$ cat src/rtl/axis_n_arb_mux.sv
// N-channel AXI-Stream packet merge: round-robin arbitration, grant held for a
// whole packet, output served from a 2-entry buffer so input ready never sees m_axis_tready.
module axis_n_arb_mux #(
  parameter  int N_CH   = 16,
  parameter  int DATA_W = 32,
  localparam int GW     = $clog2(N_CH)
) (
  input  logic                   clk,
  input  logic                   rstn,
  input  logic [N_CH-1:0]        select_in,
  input  logic [N_CH*DATA_W-1:0] s_axis_tdata,
  input  logic [N_CH-1:0]        s_axis_tvalid,
  input  logic [N_CH-1:0]        s_axis_tlast,
  output logic [N_CH-1:0]        s_axis_tready,
  output logic [DATA_W-1:0]      m_axis_tdata,
  output logic                   m_axis_tvalid,
  output logic                   m_axis_tlast,
  input  logic                   m_axis_tready,
  output logic [GW-1:0]          grant_out,
  output logic                   busy_out
);
  typedef enum logic {IDLE, LOCKED} state_t;

  state_t          state_q;
  logic [GW-1:0]   ptr_q;
  logic [GW-1:0]   grant_q;
  logic            busy_q;
  logic [N_CH-1:0] sel_q;
  logic [1:0]      cnt_q, cnt_d;
  logic            rd_q, wr_q;
  logic [DATA_W:0] buf_q [2];

  logic [DATA_W-1:0] ch_data [N_CH];
  logic [N_CH-1:0]   cand;
  logic              found;
  logic [GW-1:0]     pick, idx;
  logic              in_rdy, push, pop, in_last;

  for (genvar i = 0; i < N_CH; i++) begin : g_split
    assign ch_data[i] = s_axis_tdata[i*DATA_W +: DATA_W];
  end

  assign cand = sel_q & s_axis_tvalid;

  // First candidate after the last finished grant, wrapping around.
  always_comb begin
    found = 1'b0;
    pick  = '0;
    idx   = '0;
    for (int k = 1; k <= N_CH; k++) begin
      idx = GW'((int'(ptr_q) + k) % N_CH);
      if (!found && cand[idx]) begin
        found = 1'b1;
        pick  = idx;
      end
    end
  end

  assign in_rdy  = (state_q == LOCKED) && (cnt_q != 2'd2);
  assign push    = in_rdy && s_axis_tvalid[grant_q];
  assign in_last = s_axis_tlast[grant_q];
  assign pop     = m_axis_tvalid && m_axis_tready;
  assign cnt_d   = cnt_q + 2'(push) - 2'(pop);

  always_comb begin
    s_axis_tready = '0;
    if (in_rdy) s_axis_tready[grant_q] = 1'b1;
  end

  assign m_axis_tvalid = (cnt_q != 2'd0);
  assign {m_axis_tlast, m_axis_tdata} = buf_q[rd_q];
  assign grant_out = grant_q;
  assign busy_out  = busy_q;

  always_ff @(posedge clk or negedge rstn) begin
    if (!rstn) begin
      state_q <= IDLE;
      ptr_q   <= GW'(N_CH - 1);
      grant_q <= '0;
      busy_q  <= 1'b0;
    end else if (state_q == IDLE) begin
      if (found) begin
        grant_q <= pick;
        busy_q  <= 1'b1;
        state_q <= LOCKED;
      end
    end else if (push && in_last) begin
      ptr_q   <= grant_q;
      busy_q  <= 1'b0;
      state_q <= IDLE;
    end
  end

  always_ff @(posedge clk or negedge rstn) begin
    if (!rstn) begin
      sel_q    <= '0;
      cnt_q    <= '0;
      rd_q     <= 1'b0;
      wr_q     <= 1'b0;
      buf_q[0] <= '0;
      buf_q[1] <= '0;
    end else begin
      sel_q <= select_in;
      cnt_q <= cnt_d;
      if (push) begin
        buf_q[wr_q] <= {in_last, ch_data[grant_q]};
        wr_q        <= ~wr_q;
      end
      if (pop) rd_q <= ~rd_q;
    end
  end

endmodule

$ cat config.mk
export PLATFORM = sky130hd
export DESIGN_NAME = axis_n_arb_mux
export DESIGN_NICKNAME = d
export VERILOG_FILES = /design/src/rtl/axis_n_arb_mux.sv
export SDC_FILE = /design/constraint.sdc
export NUM_CORES = 1
export LEC_CHECK = 0
export ABC_AREA = 1
export BUFFER_PORTS_ARGS = -buffer_cell sky130_fd_sc_hd__buf_2
export CAP_MARGIN = 10
export CELL_PAD_IN_SITES_DETAIL_PLACEMENT = 0
export CELL_PAD_IN_SITES_GLOBAL_PLACEMENT = 1
export CORE_AREA = 5 5 239 241
export CTS_BUF_LIST = sky130_fd_sc_hd__clkbuf_16
export DETAILED_ROUTE_END_ITERATION = 16
export DIE_AREA = 0 0 244 246
export PLACE_DENSITY = 0.63
export RECOVER_POWER = 50
export SLEW_MARGIN = 30
export SYNTH_ARGS = -nofsm -noshare
export SYNTH_HDL_FRONTEND = slang
export SYNTH_SLANG_ARGS = --single-unit
$ cat constraint.sdc
create_clock -name clk -period 9.9 [get_ports clk]
set_clock_uncertainty 0.1 [all_clocks]
set_input_delay 1.98 -clock clk [delete_from_list [all_inputs] [get_ports clk]]
set_output_delay 1.98 -clock clk [all_outputs]
set_load 0.01 [all_outputs]
==> flow_summary.toml, run 1 <==
[run_status]
outcome = "complete, but fails checks"
failed_checks = "max-capacitance violations, max-slew violations"

[global_route]
grt_max_degree = 73
overflow = 0
grt_usage_pct = 22.0
grt_pass1_vias = 13000
antenna_found_initial = 57
grt_pass1_wl_um = 94800

[placement]
dp.final_hpwl_um = 57000
place_ws_ns = 5.36
gp_congestion = 0.977
port-buffer-count = 617
dpl_cell_area_um2 = 13000

[logic_synthesis]
synth_common_cells = "a22oi_1 (272), nand2_1 (233), a21oi_1 (140)"
synth_top_family_by_area = "compound AO/OA/AOI/OAI gates"
synth_compound_area_share_pct = 34.7
synth_cells = 1310
synth_nets = 1882
ys_warn_count = 0
yosysTopAreaCellShare_pct = 24.9
synth_area_per_cell_um2 = 7.07
synth.area.top_cells = "dfrtp_1 (25%), a22oi_1 (22%), nand2_1 (9.4%)"
muxShareOfSynthArea_pct = 4.12
synth_edf_count = 0
yosys.cell_types.count = 47
synth.most_common_cell = "a22oi_1"
synth_top_area_cell = "dfrtp_1"
async_reset_ff_share_pct = 100
synthFlopType = "dfrtp_1"
syn-cell-area_um2 = 9260
synth_xor_area_share_pct = 1.34
synthAdderAreaFrac_pct = 1.22
ys_seq_area_share_pct = 26.0
yosys.area_share.simple_pct = 24.0
ys_ff_latch = 96

[critical_path]
crit_required_ns = 10.06
critical_path.endpoint = "buf_q[15]$_DFFE_PN0P_"
cp-start-kind = "primary input"
r2r-start = "grant_out[0]$_DFFE_PN0P_"
r2r-end = "buf_q[15]$_DFFE_PN0P_"
r2r_slack_ns = 4.89
end_kind = "flop"
cp.arrival_ns = 5.30
crit_start = "s_axis_tvalid[12]"
critPathKind = "in -> reg"
critPathMaxFanout = 34
rr_worst_depth = 9

[timing]
period_share_pct = 52.0
finalHoldViolCount = 0
finalSetupTns_ns = 0
setup_ws_ns = 4.76
min_period_ns = 5.14
setup_viol = 0
slew_headroom_pct = -67.1
maxSlewViolCount = 90
rsz0062_at_grt = "no"
tightest_slew_ns = 2.51
fmax_ghz = 0.194

[floorplan]
design.core.area_um2 = 54700
die_h_um = 246
chipWidth_um = 244
die-area_um2 = 60000
start_util_pct = 16.9
io_pins = 618
rows = 86

[finish]
stdcell_area_um2 = 13300
fin_nets = 2426
areaGrowthSynthToFinish_pct = 44.0
postLayoutCoreUtil_pct = 24.4
drive_gt1_share_pct = 38.9

[clocking]
h-tree-depth = 3
numCtsBuffers = 9
cts-resized-gates = 0
cts_tree = "yes"
clkTransAtPathRegs_ns = 0.07
cts_setup_buffers = 0
clk_latency_ns = 0.38
cts.path.max_buffers = 2
cts-root-buf = "clkbuf_16"
cts.sinks = 96
holdBufCountCts = 0

[routing]
drcViolationCount = 0
routedWlPerCell_um = 27.0
wl_um = 69900
drt.antenna.violating_nets = 0
drtPass1Iterations = 5
drt_iter0_drc = 1162
avgViaCountPerCell = 5.01
num_vias = 13000

[job]
max-cap-violations = 3

[worst_hold_path]
hold_path_depth = 2
hold_path_class = "reg -> reg"

[pwr]
ir_drop_mv = 0.156
fin_total_pwr_mw = 4.43
leakage_nw = 6.40
power_per_cell_area_nw_per_um2 = 332
state kept, by name (all words and copies together) (netlist names):
name,cells
buf_q,66
sel_q,16
grant_out,4
ptr_q,4
cnt_q,2
busy_out,1
rd_q,1
state_q,1
wr_q,1
report_power, final:
group	internal [mW]	total, mW	switching (mW)
Clock	0.178	0.373	0.194
Sequential	0.558	0.686	0.128
Combinational	1.07	3.37	2.30
final cells by class:
class	instances	area, um2
Clock inverter	7	70.1
Tap cell	704	881
Sequential cell	96	2410
Fill cell	6244	41300
Antenna cell	27	67.6
Inverter	90	350
Multi-Input combinational cell	1020	6090
Timing Repair Buffer	637	3240
Clock buffer	9	225
worst min path at each step:
| stage | from | to | slack, ns |
|---|---|---|---|
| floorplan | state_q$_DFF_PN0_ | state_q$_DFF_PN0_ | 0.37 |
| global placement | buf_q[9]$_DFFE_PN0P_ | buf_q[9]$_DFFE_PN0P_ | 0.39 |
| detailed placement | busy_out$_DFFE_PN0P_ | busy_out$_DFFE_PN0P_ | 0.38 |
| CTS | busy_out$_DFFE_PN0P_ | busy_out$_DFFE_PN0P_ | 0.40 |
| global route | busy_out$_DFFE_PN0P_ | busy_out$_DFFE_PN0P_ | 0.42 |
| finish | busy_out$_DFFE_PN0P_ | busy_out$_DFFE_PN0P_ | 0.40 |
layout by cell type, fill, tap and decap left out, types with 3 or more instances in the layout:
| cell | Yosys | routed |
|---|---|---|
| buf_2 | 6 | 607 |
| a22oi_1 | 272 | 272 |
| nand2_1 | 233 | 232 |
| a21oi_1 | 140 | 140 |
| dfrtp_1 | 92 | 91 |
| nand3_1 | 87 | 87 |
| inv_1 | 84 | 80 |
| o21ai_0 | 78 | 77 |
| nor2_1 | 70 | 65 |
| or4_1 | 34 | 34 |
| mux2_2 | 33 | 33 |
| diode_2 | 0 | 27 |
| buf_4 | 2 | 17 |
| nand4_1 | 14 | 14 |
| clkbuf_1 | 77 | 12 |
| ha_1 | 9 | 9 |
| clkbuf_16 | 0 | 9 |
| inv_2 | 4 | 7 |
| nor2_4 | 2 | 7 |
| nand2_2 | 6 | 7 |
| nand3_2 | 7 | 7 |
| dfstp_2 | 4 | 4 |
| inv_8 | 1 | 3 |
| xnor2_1 | 3 | 3 |
| xor2_1 | 3 | 3 |
| o21ai_1 | 2 | 3 |
| o21a_1 | 3 | 3 |
| nand4_4 | 3 | 3 |
metrics by stage:
step | hold slack (ns) | cells
2_1_floorplan | 0.371 | 1310
3_3_place_gp | 0.390 | 2545
3_5_place_dp | 0.383 | 2546
4_1_cts | 0.403 | 2562
5_1_grt | 0.420 | 2580
6_report | 0.403 | 2590
worst max-delay path, stage by stage:
cell and delay [ns]:
buf_2 0.11, a22oi_1 0.08, a21oi_1 0.27, or4_1 0.26, nand2_1 0.21, nor2_4 0.13
clkbuf_1 1.78, mux2_2 0.47
layer usage:
metal,vias up,part of all wire [%],global-route usage (%)
li1,5900,-,-
met2,626,47,35.4
met1,6345,41,27.5
met3,83,9.3,7.34
met4,18,2.9,8.41
met5,-,0.18,0
logic make-up after synthesis:
logic type,after synthesis
AOI/OAI and AO/OA,500
xor gates and xnor gates,9
adders and majority gates,9
buffers and inverters,194
DFF,96
muxes,34
and+or+nand+nor,468
Power figures use the tool's default switching activity.
==> run 2: changes to the inputs <==
- PLACE_DENSITY: 0.63 -> 0.65
- clock period: 9.9 -> 4.1 ns (I/O delays scaled with it)
==> run 2 against run 1 <==
Net effect:
- the flow still finishes with violations (max-capacitance violations, max-slew violations)
- sequential share of layout area is 0.31 points lower
- core utilization is 0.41 points higher
- final cell count is 0.97% higher
- non-clock buffer count is 22 higher
- via count is 0.38% higher
- worst setup slack worse by 4.2 ns
- critical endpoint is now grant_out[1]$_DFFE_PN0P_
- largest power group unchanged
==> flow_summary.toml, run 2 (synthesis results as in run 1) <==
[run_status]
outcome = "complete, but fails checks"
failed_checks = "max-capacitance violations, max-slew violations"

[timing]
fmax_ghz = 0.280
rsz0062_at_grt = "no"
min_period_ns = 3.57
finalSetupTns_ns = 0
slew_headroom_pct = -47.0
finalHoldViolCount = 0
maxSlewViolCount = 39
period_share_pct = 87.0
setup_viol = 0
tightest_slew_ns = 2.21

[routing]
drt_iter0_drc = 1152
routedWlPerCell_um = 26.8
drcViolationCount = 0
wl_um = 70000
drt.antenna.violating_nets = 0
num_vias = 13000
drtPass1Iterations = 7
avgViaCountPerCell = 4.98

[critical_path]
cp.arrival_ns = 3.79
crit_required_ns = 4.32
critPathMaxFanout = 12
cp-start-kind = "flop"
critPathKind = "reg -> reg"
end_kind = "flop"

[pwr]
p_clk_share_pct = 8.5
internal-power_mw = 4.64
ir_drop_mv = 0.413
power_per_cell_area_nw_per_um2 = 808
leakage_nw = 6.51
switchingPower_mw = 6.31
switching_share_pct = 57.6
p_seq_share_pct = 14.8
p_comb_share_pct = 76.7

[floorplan]
die_h_um = 246
die-area_um2 = 60000
io_pins = 618
start_util_pct = 16.9
rows = 86
design.core.area_um2 = 54700
chipWidth_um = 244

[clocking]
holdBufCountCts = 0
cts-root-buf = "clkbuf_16"
cts-resized-gates = 0
cts.path.max_buffers = 2
clk_latency_ns = 0.38
h-tree-depth = 3
cts_tree = "yes"
cts.sinks = 96
clkTransAtPathRegs_ns = 0.07
numCtsBuffers = 9
cts_setup_buffers = 0

[finish]
top_register = "buf_q"
fin_nets = 2448
reg.largest.list = "buf_q (66), sel_q (16)"
drive_gt1_share_pct = 39.4
final_cell_mix = "buf_2 (603), a22oi_1 (272), nand2_1 (232), a21oi_1 (140), dfrtp_1 (92)"
mostFrequentLayoutCell = "buf_2"
areaGrowthSynthToFinish_pct = 46.4
stdcell_area_um2 = 13600
largest_reg_flops = 66

[placement]
dp.final_hpwl_um = 58100
port-buffer-count = 617
dpl_cell_area_um2 = 13200
gp_congestion = 0.951

[worst_hold_path]
hold_path_class = "reg -> reg"

[global_route]
overflow = 0
grt_pass1_wl_um = 95300
antenna_found_initial = 66
grt_usage_pct = 22.2
grt_pass1_vias = 12800
grt_max_degree = 128

[job]
max-cap-violations = 1
-- run 2: stage by stage --
stage / cells / hold slack [ns] / setup slack (ns) / util (%) / power (mW)
floorplan: 1310 / 0.371 / 0.732 / - / 6.77
global placement: 2569 / 0.375 / 0.566 / 24.2 / 10.1
detailed placement: 2569 / 0.373 / 0.568 / 24.2 / 10.1
CTS: 2585 / 0.291 / 0.548 / 24.7 / 11.1
global route: 2600 / 0.413 / 0.217 / 24.7 / 11.9
finish: 2615 / 0.392 / 0.533 / 24.8 / 11.0
-- run 2: layout make-up --
type | instances | area [um2]
sequential | 96 | 2410
clock buffer | 9 | 225
inverter | 90 | 353
fill | 6227 | 41100
multi-input combinational | 1020 | 6090
antenna | 30 | 75.1
timing repair buffer | 659 | 3440
clock inverter | 7 | 78.8
tap | 704 | 881
-- run 2: power by group through the flow --
| stage | sequential [mW] | clock (mW) | combinational [mW] |
|---|---|---|---|
| after global routing | 1.67 | 1.01 | 9.22 |
| after floorplan | 1.51 | 0 | 5.27 |
| after CTS | 1.62 | 0.980 | 8.48 |
| after detailed placement | 1.64 | 0 | 8.45 |
| after global placement | 1.63 | 0 | 8.45 |
| final | 1.62 | 0.934 | 8.40 |
-- run 2: worst paths after layout --
kind	startpoint	endpoint	slack, ns	cells past startpoint
min	busy_out$_DFFE_PN0P_	busy_out$_DFFE_PN0P_	0.39	2
max	ptr_q[1]$_DFFE_PN1P_	grant_out[1]$_DFFE_PN0P_	0.53	18
max in group asynchronous	rstn	sel_q[10]$_DFF_PN0_	0.97	2
min in group asynchronous	rstn	buf_q[13]$_DFFE_PN0P_	0.97	1
max reg2reg	ptr_q[1]$_DFFE_PN1P_	grant_out[1]$_DFFE_PN0P_	0.53	18
min reg2reg	busy_out$_DFFE_PN0P_	busy_out$_DFFE_PN0P_	0.39	2
-- run 2: metal layers --
metal | global-route usage (%) | share of wire, %
met5 | 0 | 0.26
met1 | 28.5 | 41
met3 | 7.47 | 9.9
met2 | 35.0 | 46
met4 | 7.63 | 3.1
-- run 2: critical path, cell delays in order (launching register included) --
cell	delay [ns]
dfstp_2	0.53
inv_1	0.20
ha_1	0.36
inv_1	0.28
nand3_1	0.17
nand3_1	0.14
nand3_1	0.10
nand2_2	0.17
nand3_4	0.13
nor2_8	0.13
nand4_4	0.11
nor2_4	0.20
nand4_4	0.15
nor2_4	0.15
nand4_4	0.12
o21ai_4	0.17
buf_4	0.15
nand2_1	0.05
nand2_1	0.07
==> run 3: changes to the inputs <==
- ABC_AREA: 1 -> 0
- CORE_AREA: 5 5 239 241 -> 5 5 234 236
- DIE_AREA: 0 0 244 246 -> 0 0 239 241
- PLACE_DENSITY: 0.65 -> 0.64
==> run 3 against run 2 <==
Net effect:
- the flow still finishes with violations (max-capacitance violations, max-slew violations)
- combinational power grew 26%
- final cell count shrank 18%
- critical endpoint unchanged
- sequential power grew 17%
- first-iteration DRC count shrank 25%
- clock power shrank 8.1%
- critical path depth shrank 5
- largest cell class unchanged
==> flow_summary.toml, run 3 <==
[run_status]
outcome = "complete, but fails checks"
failed_checks = "max-capacitance violations, max-slew violations"

[finish]
areaGrowthSynthToFinish_pct = 45.0
mostFrequentLayoutCell = "buf_2"
final_cell_mix = "buf_2 (614), mux4_2 (180), mux2_2 (106), dfrtp_1 (90), buf_4 (69)"
top_register = "buf_q"
fillerInstances = 5483
reg.largest.list = "buf_q (66), sel_q (16)"
instances_no_fill = 2135
largest_reg_flops = 66
fin_nets = 1999
drive_gt1_share_pct = 70.8

[floorplan]
rows = 84
design.core.area_um2 = 52200
chipWidth_um = 239
start_util_pct = 19.6
die-area_um2 = 57600
die_h_um = 241
io_pins = 618

[global_route]
grt_max_degree = 101
overflow = 0
grt_usage_pct = 21.1
grt_pass1_vias = 11500
grt_pass1_wl_um = 86100
antenna_found_initial = 58

[clocking]
h-tree-depth = 3
clk_latency_ns = 0.38
numCtsBuffers = 9
cts.path.max_buffers = 2
cts_tree = "yes"
clkTransAtPathRegs_ns = 0.07
cts-root-buf = "clkbuf_16"
cts_setup_buffers = 0
cts.sinks = 96

[routing]
drcViolationCount = 0
drt.antenna.violating_nets = 0
num_vias = 11000
drt_iter0_drc = 859
avgViaCountPerCell = 5.16
wl_um = 63400
drtPass1Iterations = 5
routedWlPerCell_um = 29.7

[logic_synthesis]
syn-cell-area_um2 = 10300
synthFlopType = "dfrtp_1"
ys_seq_area_share_pct = 23.5
synth_area_per_cell_um2 = 13.0
synth_nets = 1363
synth.area.top_cells = "mux4_2 (40%), dfrtp_1 (22%), mux2_2 (12%)"
synth_top_area_cell = "mux4_2"
ys_ff_latch = 96
async_reset_ff_share_pct = 100
synth_cells = 791
yosysTopAreaCellShare_pct = 39.5
synth_edf_count = 0
synth_common_cells = "mux4_2 (180), mux2_2 (106), dfrtp_1 (92)"
ys_warn_count = 0
yosys.cell_types.count = 83
synth.most_common_cell = "mux4_2"

[critical_path]
worstPathCellList = "inv_2 -> ha_1 -> xnor2_4 -> buf_4 -> nand4_1 -> nand4_1 -> mux2i_1 -> or4_4 -> or2_1 -> buf_4 -> a211oi_1 -> a311oi_1 -> o31ai_1"
critPathSlowestCell = "dfstp_2"
critPathKind = "reg -> reg"
max_stage_delay_ns = 0.77
end_kind = "flop"
crit_required_ns = 4.29
r2r_slack_ns = 0.15
cp-start-kind = "flop"
critPathMaxFanout = 22
cp.arrival_ns = 4.14

[timing]
tightest_slew_ns = 2.10
worst_hold_slack_ns = 0.399
finalSetupTns_ns = 0
min_period_ns = 3.95
finalHoldViolCount = 0
setup_viol = 0
fmax_ghz = 0.253
period_share_pct = 96.4
slew_headroom_pct = -40.1
maxSlewViolCount = 111

[placement]
dp_cells = 2104
dp.final_hpwl_um = 55100
gp_congestion = 0.939
port-buffer-count = 617

[pwr]
fin_total_pwr_mw = 13.3
leakage_nw = 6.43
ir_drop_mv = 0.339
power_per_cell_area_nw_per_um2 = 897

[worst_hold_path]
hold_path_class = "reg -> reg"

[job]
max-cap-violations = 2
==> run 3: cell types whose count changed in the layout (fill, tap and decap cells not counted), sizes merged, moves of 71 or more <==
cell,before,now
o21ai,82,11
a22oi,272,1
a21oi,140,10
nand3,95,15
mux2,33,107
nand2,240,44
inv,93,12
mux4,0,182
==> run 3: final cells by class <==
class	instances	area, um2	area share (%)
Timing Repair Buffer	693	3710	25.0
Tap cell	688	861	5.79
Clock inverter	7	55.1	0.370
Sequential cell	96	2410	16.2
Multi-Input combinational cell	616	7520	50.6
Antenna cell	15	37.5	0.252
Clock buffer	9	225	1.51
Inverter	11	42.5	0.286
==> run 3: report_power, final <==
group	internal [mW]	switching, mW	total (mW)
sequential	1.40	0.486	1.89
clock	0.419	0.439	0.858
combinational	5.25	5.33	10.6
total	7.07	6.26	13.3
==> run 3: repair_timing <==
action | in CTS | in global routing
hold buffers | 0 | 0
setup endpoints to repair | 0 | 3
gates resized for setup | 0 | 1
==> run 3: logic make-up (layout without fill, tap and decap cells) <==
group	after synthesis	count (layout)	share of synthesized area, %
AO/OA/AOI/OAI	86	86	6.20
XOR/XNOR	16	16	1.66
adder cells (fa/ha/maj)	9	9	1.10
buffers and inverters	79	720	3.28
flip-flops	96	96	23.5
multiplexers	300	300	52.9
other	0	15	0
AND/OR/NAND/NOR	205	205	11.4
==> run 3: layer usage <==
layer  part of all wire, %  GRT usage (%)  vias up
met1                    37           25.1     5618
li1                      -              -     4617
met5                 0.054              0        -
met4                   3.2           7.31        6
met2                    54           38.4      630
met3                   6.5           3.55      142
==> run 3: critical path: cells and delay by family (launching register included) <==
kind / cells / cell delay [ns]
AO/OA/AOI/OAI: 3 / 0.68
XOR/XNOR: 1 / 0.33
adder cells (fa/ha/maj): 1 / 0.30
buffers and inverters: 3 / 0.44
flip-flops: 1 / 0.77
multiplexers: 1 / 0.15
AND/OR/NAND/NOR: 4 / 1.10
==> run 3: final timing paths <==
check	endpoint	startpoint	depth (start not counted)
max	grant_out[1]$_DFFE_PN0P_	ptr_q[1]$_DFFE_PN1P_	13
min	busy_out$_DFFE_PN0P_	busy_out$_DFFE_PN0P_	2
max reg2reg	grant_out[1]$_DFFE_PN0P_	ptr_q[1]$_DFFE_PN1P_	13
min reg2reg	busy_out$_DFFE_PN0P_	busy_out$_DFFE_PN0P_	2
max in group asynchronous	buf_q[54]$_DFFE_PN0P_	rstn	2
min in group asynchronous	sel_q[9]$_DFF_PN0_	rstn	1
==> run 3: through the flow <==
step	cell area (um2)	worst slack [ns]	utilization, %
floorplan	10300	0.191	-
global placement	14600	0.157	27.9
detailed placement	14600	0.147	27.9
CTS	14800	0.160	28.4
global route	14900	-0.00511	28.4
finish	14900	0.149	28.5
